<file path="config.mk">
export PLATFORM = sky130hd
export DESIGN_NAME = dungeon_nav_engine
export DESIGN_NICKNAME = d
export VERILOG_FILES = /design/src/rtl/nav_pkg.sv /design/src/rtl/nav_reveal_sweep.sv /design/src/rtl/dungeon_nav_engine.sv
export SDC_FILE = /design/constraint.sdc
export NUM_CORES = 2
export LEC_CHECK = 0
export CORE_ASPECT_RATIO = 1.1
export CORE_MARGIN = 2
export CORE_UTILIZATION = 40
export CTS_BUF_LIST = sky130_fd_sc_hd__clkbuf_16
export DETAILED_ROUTE_END_ITERATION = 12
export SLEW_MARGIN = 20
export SYNTH_ARGS = -nofsm -noshare
export SYNTH_HDL_FRONTEND = slang
export SYNTH_SLANG_ARGS = --single-unit
</file>
<file path="constraint.sdc">
create_clock -name clk -period 9.78 [get_ports clk]
set_input_delay 1.956 -clock clk [delete_from_list [all_inputs] [get_ports clk]]
set_output_delay 1.956 -clock clk [all_outputs]
set_load 0.02 [all_outputs]
</file>
<file path="src/rtl/nav_pkg.sv">
// Shared encodings for the dungeon navigation engine:
// tile codes, command codes, event codes, FSM states and a radius helper.
package nav_pkg;

    typedef enum logic [3:0] {
        TILE_UNKNOWN  = 4'd0,
        TILE_CURRENT  = 4'd1,
        TILE_ENTRANCE = 4'd2,
        TILE_EXIT     = 4'd3,
        TILE_BLANK    = 4'd4,
        TILE_WALL     = 4'd5
    } nav_tile_e;

    localparam logic [7:0] CMD_RIGHT     = 8'h01;
    localparam logic [7:0] CMD_LEFT      = 8'h02;
    localparam logic [7:0] CMD_UP        = 8'h03;
    localparam logic [7:0] CMD_DOWN      = 8'h04;
    localparam logic [7:0] CMD_NO_SHROUD = 8'h10;
    localparam logic [7:0] CMD_NO_CLIP   = 8'h11;

    typedef enum logic [2:0] {
        EVT_MOVED   = 3'd0,
        EVT_BLOCKED = 3'd1,
        EVT_EXIT    = 3'd2,
        EVT_TOGGLED = 3'd3,
        EVT_ILLEGAL = 3'd4
    } nav_evt_e;

    typedef enum logic [1:0] {
        ST_IDLE   = 2'd0,
        ST_EXEC   = 2'd1,
        ST_REVEAL = 2'd2,
        ST_DONE   = 2'd3
    } nav_state_e;

    // Manhattan length of a signed 4-bit offset pair (offsets stay within -7..7).
    function automatic logic [4:0] manhattan(input logic signed [3:0] dx,
                                             input logic signed [3:0] dy);
        logic [3:0] ax;
        logic [3:0] ay;
        ax = dx[3] ? 4'(-dx) : 4'(dx);
        ay = dy[3] ? 4'(-dy) : 4'(dy);
        return {1'b0, ax} + {1'b0, ay};
    endfunction

endpackage

</file>
<file path="src/rtl/nav_reveal_sweep.sv">
// Fog-of-war reveal sweep: walks a (2R+1)^2 window around the player, one cell
// per cycle, and emits a seen-bit write for in-bounds cells within radius R.
module nav_reveal_sweep
    import nav_pkg::*;
#(
    parameter int MAP_W  = 20,
    parameter int MAP_H  = 20,
    parameter int VIEW_R = 2,
    parameter int AW     = 9,
    parameter int XW     = 5,
    parameter int YW     = 5
) (
    input  logic          clk,
    input  logic          reset,
    input  logic          start_i,
    input  logic [XW-1:0] cx_i,
    input  logic [YW-1:0] cy_i,
    output logic          cell_we_o,
    output logic [AW-1:0] cell_addr_o,
    output logic          last_o
);

    // Headroom bits so a negative or overshooting offset can never alias onto a legal cell.
    localparam int CXW = XW + 4;
    localparam int CYW = YW + 4;
    localparam logic signed [3:0] R_POS   = 4'(VIEW_R);
    localparam logic signed [3:0] R_NEG   = -R_POS;
    localparam logic [CXW-1:0]    MAP_W_C = CXW'(MAP_W);
    localparam logic [CYW-1:0]    MAP_H_C = CYW'(MAP_H);

    logic signed [3:0] dx_q, dx_d, dy_q, dy_d;
    logic              active_q, active_d;
    logic [CXW-1:0]    cell_x_s;
    logic [CYW-1:0]    cell_y_s;
    logic              in_bounds_s;

    // Sweep counters; reset re-arms the sweep so the start window is revealed.
    always_ff @(posedge clk) begin
        if (reset) begin
            active_q <= 1'b1;
            dx_q     <= R_NEG;
            dy_q     <= R_NEG;
        end else begin
            active_q <= active_d;
            dx_q     <= dx_d;
            dy_q     <= dy_d;
        end
    end

    // Raster order: dx is the inner loop, dy the outer loop.
    always_comb begin
        active_d = active_q;
        dx_d     = dx_q;
        dy_d     = dy_q;
        if (start_i) begin
            active_d = 1'b1;
            dx_d     = R_NEG;
            dy_d     = R_NEG;
        end else if (active_q) begin
            if (dx_q == R_POS) begin
                dx_d = R_NEG;
                if (dy_q == R_POS) begin
                    active_d = 1'b0;
                end else begin
                    dy_d = dy_q + 4'sd1;
                end
            end else begin
                dx_d = dx_q + 4'sd1;
            end
        end else begin
            active_d = 1'b0;
        end
    end

    // Cell qualification and address generation for the current offset.
    always_comb begin
        cell_x_s    = CXW'(cx_i) + CXW'(dx_q);
        cell_y_s    = CYW'(cy_i) + CYW'(dy_q);
        in_bounds_s = !cell_x_s[CXW-1] && (cell_x_s < MAP_W_C) &&
                      !cell_y_s[CYW-1] && (cell_y_s < MAP_H_C);
        cell_addr_o = AW'(cell_y_s) * AW'(MAP_W) + AW'(cell_x_s);
        cell_we_o   = active_q && in_bounds_s &&
                      (manhattan(dx_q, dy_q) <= {1'b0, R_POS});
        last_o      = active_q && (dx_q == R_POS) && (dy_q == R_POS);
    end

endmodule

</file>
<file path="src/rtl/dungeon_nav_engine.sv">
// Player-navigation core: tile map, position, fog-of-war and command FSM.
// Cheat commands (no_shroud / no_clip) are compiled in with `define NAV_CHEATS_EN.
module dungeon_nav_engine
    import nav_pkg::*;
#(
    parameter int MAP_W   = 20,
    parameter int MAP_H   = 20,
    parameter int TILE_W  = 4,
    parameter int VIEW_R  = 2,
    parameter int START_X = 10,
    parameter int START_Y = 2,
    localparam int N  = MAP_W * MAP_H,
    localparam int AW = $clog2(N),
    localparam int XW = $clog2(MAP_W),
    localparam int YW = $clog2(MAP_H)
) (
    input  logic              clk,
    input  logic              reset,
    input  logic              map_we,
    input  logic [AW-1:0]     map_waddr,
    input  logic [TILE_W-1:0] map_wdata,
    input  logic              cmd_valid,
    input  logic [7:0]        cmd,
    output logic              cmd_ready,
    output logic              busy,
    output logic              evt_valid,
    output logic [2:0]        evt_code,
    output logic [XW-1:0]     pos_x,
    output logic [YW-1:0]     pos_y,
    input  logic [AW-1:0]     rd_addr,
    output logic [TILE_W-1:0] rd_tile,
    output logic              rd_seen,
    output logic              no_shroud
);

    localparam logic [XW:0]       MAP_W_X   = (XW+1)'(MAP_W);
    localparam logic [YW:0]       MAP_H_Y   = (YW+1)'(MAP_H);
    localparam logic [XW:0]       ONE_X     = (XW+1)'(1);
    localparam logic [YW:0]       ONE_Y     = (YW+1)'(1);
    localparam logic [AW:0]       N_A       = (AW+1)'(N);
    localparam logic [XW-1:0]     START_X_P = XW'(START_X);
    localparam logic [YW-1:0]     START_Y_P = YW'(START_Y);
    localparam logic [TILE_W-1:0] T_WALL    = TILE_W'(TILE_WALL);
    localparam logic [TILE_W-1:0] T_EXIT    = TILE_W'(TILE_EXIT);

    logic [TILE_W-1:0] map_mem [N];
    logic [N-1:0]      seen_q;
    nav_state_e        state_q, state_d;
    nav_evt_e          code_q, code_d;
    logic [7:0]        cmd_q;
    logic [XW-1:0]     pos_x_q, pos_x_d;
    logic [YW-1:0]     pos_y_q, pos_y_d;
    logic              cmd_ready_q, evt_valid_q, evt_valid_d, boot_q;
    logic [TILE_W-1:0] rd_tile_q;
    logic              rd_seen_q;
    logic              no_shroud_s, no_clip_s, is_cheat_s;
    logic [XW:0]       tx_s;
    logic [YW:0]       ty_s;
    logic              is_move_s, oob_s, blocked_s, sweep_start_s;
    logic [AW-1:0]     tgt_addr_s;
    logic [TILE_W-1:0] tgt_tile_s;
    logic              cell_we_s, sweep_last_s;
    logic [AW-1:0]     cell_addr_s;

    // Map RAM is never reset and accepts writes in every FSM state.
    always_ff @(posedge clk) begin
        if (map_we && ({1'b0, map_waddr} < N_A)) begin
            map_mem[map_waddr] <= map_wdata;
        end
    end

    // Render read port, one cycle of latency, independent of the FSM.
    always_ff @(posedge clk) begin
        if (reset) begin
            rd_tile_q <= {TILE_W{1'b0}};
            rd_seen_q <= 1'b0;
        end else if ({1'b0, rd_addr} < N_A) begin
            rd_tile_q <= map_mem[rd_addr];
            rd_seen_q <= no_shroud_s | seen_q[rd_addr];
        end else begin
            rd_tile_q <= {TILE_W{1'b0}};
            rd_seen_q <= no_shroud_s;
        end
    end

    // Seen bitmap: cleared by reset, set by the reveal sweep.
    always_ff @(posedge clk) begin
        if (reset) begin
            seen_q <= {N{1'b0}};
        end else if (cell_we_s) begin
            seen_q[cell_addr_s] <= 1'b1;
        end
    end

`ifdef NAV_CHEATS_EN
    logic no_shroud_q, no_clip_q;

    // Cheat flags toggle during EXEC of their command.
    always_ff @(posedge clk) begin
        if (reset) begin
            no_shroud_q <= 1'b0;
            no_clip_q   <= 1'b0;
        end else if (state_q == ST_EXEC) begin
            if (cmd_q == CMD_NO_SHROUD) no_shroud_q <= ~no_shroud_q;
            if (cmd_q == CMD_NO_CLIP)   no_clip_q   <= ~no_clip_q;
        end
    end

    assign no_shroud_s = no_shroud_q;
    assign no_clip_s   = no_clip_q;
    assign is_cheat_s  = (cmd_q == CMD_NO_SHROUD) || (cmd_q == CMD_NO_CLIP);
`else
    assign no_shroud_s = 1'b0;
    assign no_clip_s   = 1'b0;
    assign is_cheat_s  = 1'b0;
`endif

    // Move target, bounds and wall check; the RAM read sees the pre-write value.
    always_comb begin
        tx_s      = {1'b0, pos_x_q};
        ty_s      = {1'b0, pos_y_q};
        oob_s     = 1'b0;
        is_move_s = 1'b1;
        case (cmd_q)
            CMD_RIGHT: begin
                tx_s  = tx_s + ONE_X;
                oob_s = (tx_s >= MAP_W_X);
            end
            CMD_LEFT: begin
                oob_s = (pos_x_q == {XW{1'b0}});
                tx_s  = tx_s - ONE_X;
            end
            CMD_UP: begin
                oob_s = (pos_y_q == {YW{1'b0}});
                ty_s  = ty_s - ONE_Y;
            end
            CMD_DOWN: begin
                ty_s  = ty_s + ONE_Y;
                oob_s = (ty_s >= MAP_H_Y);
            end
            default: is_move_s = 1'b0;
        endcase
        tgt_addr_s = AW'(ty_s) * AW'(MAP_W) + AW'(tx_s);
        if ({1'b0, tgt_addr_s} < N_A) begin
            tgt_tile_s = map_mem[tgt_addr_s];
        end else begin
            tgt_tile_s = {TILE_W{1'b0}};
        end
        blocked_s = oob_s || ((tgt_tile_s == T_WALL) && !no_clip_s);
    end

    // Command FSM next-state and result code.
    always_comb begin
        state_d       = state_q;
        code_d        = code_q;
        pos_x_d       = pos_x_q;
        pos_y_d       = pos_y_q;
        evt_valid_d   = 1'b0;
        sweep_start_s = 1'b0;
        case (state_q)
            ST_IDLE: begin
                if (cmd_valid) state_d = ST_EXEC;
                else           state_d = ST_IDLE;
            end
            ST_EXEC: begin
                if (is_move_s && !blocked_s) begin
                    state_d       = ST_REVEAL;
                    sweep_start_s = 1'b1;
                    pos_x_d       = tx_s[XW-1:0];
                    pos_y_d       = ty_s[YW-1:0];
                    if (tgt_tile_s == T_EXIT) code_d = EVT_EXIT;
                    else                      code_d = EVT_MOVED;
                end else begin
                    state_d     = ST_DONE;
                    evt_valid_d = 1'b1;
                    if (is_move_s)       code_d = EVT_BLOCKED;
                    else if (is_cheat_s) code_d = EVT_TOGGLED;
                    else                 code_d = EVT_ILLEGAL;
                end
            end
            ST_REVEAL: begin
                if (sweep_last_s) begin
                    state_d     = ST_DONE;
                    evt_valid_d = !boot_q;
                end else begin
                    state_d = ST_REVEAL;
                end
            end
            ST_DONE: state_d = ST_IDLE;
            default: state_d = ST_IDLE;
        endcase
    end

    // State and output registers; reset aborts into the start-window reveal.
    always_ff @(posedge clk) begin
        if (reset) begin
            state_q     <= ST_REVEAL;
            code_q      <= EVT_MOVED;
            cmd_q       <= 8'h00;
            pos_x_q     <= START_X_P;
            pos_y_q     <= START_Y_P;
            cmd_ready_q <= 1'b0;
            evt_valid_q <= 1'b0;
            boot_q      <= 1'b1;
        end else begin
            state_q     <= state_d;
            code_q      <= code_d;
            pos_x_q     <= pos_x_d;
            pos_y_q     <= pos_y_d;
            cmd_ready_q <= (state_d == ST_IDLE);
            evt_valid_q <= evt_valid_d;
            if ((state_q == ST_IDLE) && cmd_valid) cmd_q <= cmd;
            if (state_q == ST_DONE) boot_q <= 1'b0;
        end
    end

    nav_reveal_sweep #(
        .MAP_W  (MAP_W),
        .MAP_H  (MAP_H),
        .VIEW_R (VIEW_R),
        .AW     (AW),
        .XW     (XW),
        .YW     (YW)
    ) u_sweep (
        .clk         (clk),
        .reset       (reset),
        .start_i     (sweep_start_s),
        .cx_i        (pos_x_q),
        .cy_i        (pos_y_q),
        .cell_we_o   (cell_we_s),
        .cell_addr_o (cell_addr_s),
        .last_o      (sweep_last_s)
    );

    assign cmd_ready = cmd_ready_q;
    assign busy      = !cmd_ready_q;
    assign evt_valid = evt_valid_q;
    assign evt_code  = code_q;
    assign pos_x     = pos_x_q;
    assign pos_y     = pos_y_q;
    assign rd_tile   = rd_tile_q;
    assign rd_seen   = rd_seen_q;
    assign no_shroud = no_shroud_s;

endmodule

</file>
==> reports/metrics.yaml <==
outcome: "completed"
clkPwrFrac_pct: 43.2
pwr-share-seq_pct: 50.9
yosys_register_bits: 2040
synthAdderAreaFrac_pct: 0.873
met3_wirelength_um: 44600
cts_max_level: 4
cp-end-kind: "register"
slew_viol_final: 0
synth_seq_area_share_pct: 59.0
die_w_um: 472
grt_start_max_net_pins: 191
ir_drop_mv: 0.180
synth_cells: 7398
ant_nets: 0
drive_gt1_share_pct: 16.6
synth_area_leaders: "edfxtp_1, mux4_2, dfxtp_1"
power_mw: 18.4
p_int_mw: 14.1
pin_count: 56
place_congestion: 1.05
start_kind: "register"
dieArea_mm2: 0.245
synth_edf_count: 1600
area_growth_pct: 10.9
synthesis.area_mm2: 0.0964
setup_viol: 0
worst_clock_skew_ns: 0.0762
yosysWarnings: 0
firstDrtPassIters: 7
period_minus_slack_ns: 8.23
maxCapViolCount: 0
synth.top_cell.area_share_pct: 49.9
numCtsBuffers: 209
clk_pin_slew_ns: 0.06
synth-xor-area-share_pct: 0.373
clock-sinks: 2040
crit_path_max_fanout: 15
portBuffers: 54
cp.arrival_ns: 9.00
viasPerCell: 6.55
swShare_pct: 23.3
cts_setup_buffers: 0
drt_iter0_drc: 11382
synth.avg_cell_area_um2: 13.0
relSlewSlack_pct: 14.3
finalWirelength_um: 359000
grt_pass1_vias: 66238
cts_tree: "done"
fmax_mhz: 121
post-route-drc-count: 0
cts_hold_buf: 0
route.met2.wl_um: 161000
yosysMostFrequentCell: "edfxtp_1"
met1_length_um: 128000
clockRootBuffer: "clkbuf_16"
hold_viol_final: 0
max_slew.worst_pin.slew_ns: 1.29
antenna_found_initial: 17
synth_top_family_by_area: "multiplexers"
initial_core_util_pct: 40.3
p_leak_nw: 35.0
postSynth.asyncResetShare_pct: 0
rows: 188
synth_compound_area_share_pct: 7.07
yosys-top-cells-count: "edfxtp_1, nand2_1, nor2_1"
via_count: 68991
min_path_type: "reg -> reg"
track_usage_pct: 28.7
yosys.cell_types.count: 83
insertion_delay_ns: 0.91
coreArea_mm2: 0.239
switchingPower_mw: 4.28
fin_tns_setup_ns: 0
cts_resized: 0
p_comb_share_pct: 5.9
rsz0062_at_grt: "false"
yosys.area.top_type: "edfxtp_1"
grt.overflow.total: 0
cts.path.max_buffers: 3
final.period_utilization_pct: 84.2
powerDensity_mw_per_mm2: 172
synth-simple-area-share_pct: 11.6
grt_pass1_wl_um: 506000
final_util_pct: 44.7
dp_hpwl_um: 232000
synthMuxAreaShare_pct: 18.3
layout.nets: 7316
highest-signal-layer: "met5"
die_y_um: 519
syn_nets: 7495
synth_ff_type: "edfxtp_1"
required_ns: 10.55
routedWlPerCell_um: 34.1
crit_type: "reg -> reg"
-- final cells by class --
type	instances	area, um^2
fillers	21296	132000
flip-flops and latches	2040	56900
clock buffers	212	5310
repair buffers	214	2070
well taps	3135	3920
multi-input cells	4721	37200
diodes	13	32.5
clock inverters	158	1390
inverters	33	131
-- path summary, 6_finish.rpt --
check / slack [ns] / startpoint / endpoint / cells past startpoint
worst max-delay path: 1.55 / cmd_q[7] / u_sweep.dx_q[0] / 21
worst min-delay path: 0.45 / boot_q / boot_q / 1
worst max register to register: 1.55 / cmd_q[7] / u_sweep.dx_q[0] / 21
worst min register to register: 0.45 / boot_q / boot_q / 1
-- per-layer routing --
layer	vias up	global-route usage [%]
met5	-	0.334
met4	14	17.4
met3	1054	8.20
met2	5011	43.5
met1	34956	36.5
li1	27956	-
-- logic make-up after synthesis --
kind of cell	count (synthesis)
compound gates	1089
xor+xnor	41
fa+ha+maj	63
buf+inv	637
flops	2040
mux	904
other cells	1
simple gates	2623
-- cell usage in the layout, fill, tap and decap left out, types with 27 or more instances in the layout --
cell type / count
edfxtp_1: 1600
nand2_1: 1026
nor2_1: 895
mux4_2: 685
a21oi_1: 542
dfxtp_1: 440
nand3_1: 285
clkbuf_16: 212
mux2i_1: 211
buf_4: 137
and3_1: 129
a211oi_1: 114
a31oi_1: 95
inv_1: 79
a311oi_1: 64
ha_1: 55
nand4_1: 54
o22ai_1: 48
o21ai_0: 48
clkdlybuf4s50_1: 43
clkinv_1: 40
a32oi_1: 34
nor2b_1: 32
nor4_1: 32
clkinv_2: 31
nor3_1: 27
-- registers in the layout (all words and copies together) (netlist names) --
| signal | cells |
|---|---|
| state_q | 2 |
| seen_q | 400 |
| cmd_ready | 1 |
| evt_valid | 1 |
| u_sweep.dx_q | 4 |
| u_sweep.active_q | 1 |
| pos_y | 5 |
| rd_seen | 1 |
| rd_tile | 4 |
| boot_q | 1 |
| map_mem | 1600 |
| evt_code | 3 |
| u_sweep.dy_q | 4 |
| cmd_q | 8 |
| pos_x | 5 |
-- critical path, stage by stage, from the launching register on --
cell	delay, ns
dfxtp_1	0.32
or4_1	0.78
a211oi_1	0.64
o221ai_1	0.29
xnor2_1	0.34
ha_1	0.29
ha_1	0.28
ha_1	0.28
inv_1	0.06
a21oi_1	0.79
nor2_1	0.18
buf_4	0.26
nor2_2	0.92
o221ai_1	0.31
a21oi_1	0.20
and3_1	0.17
a2111oi_0	0.10
a21o_1	0.32
a311o_2	0.50
nor3_4	0.56
o21ba_1	0.37
nor2b_1	0.17
-- stage by stage --
| step | cell area, um^2 | setup WS (ns) | hold WS [ns] | instances |
|---|---|---|---|---|
| after CTS | 107000 | 1.79 | 0.455 | 10513 |
| after floorplan | 96400 | 3.86 | 0.418 | 7398 |
| after global routing | 107000 | 1.28 | 0.480 | 10515 |
| after global placement | 100000 | 1.93 | 0.436 | 10143 |
| after detailed placement | 100000 | 1.85 | 0.439 | 10143 |
| final | 107000 | 1.55 | 0.449 | 10526 |
-- power by group through the flow --
| stage | clock, mW | combinational [mW] | sequential (mW) |
|---|---|---|---|
| 2_1_floorplan | 0 | 0.599 | 9.54 |
| 3_3_place_gp | 0 | 1.05 | 9.55 |
| 3_5_place_dp | 0 | 1.06 | 9.55 |
| 4_1_cts | 7.98 | 1.06 | 9.36 |
| 5_1_grt | 8.30 | 1.12 | 9.36 |
| 6_report | 7.94 | 1.08 | 9.36 |
(Power assumes the default switching activity.)
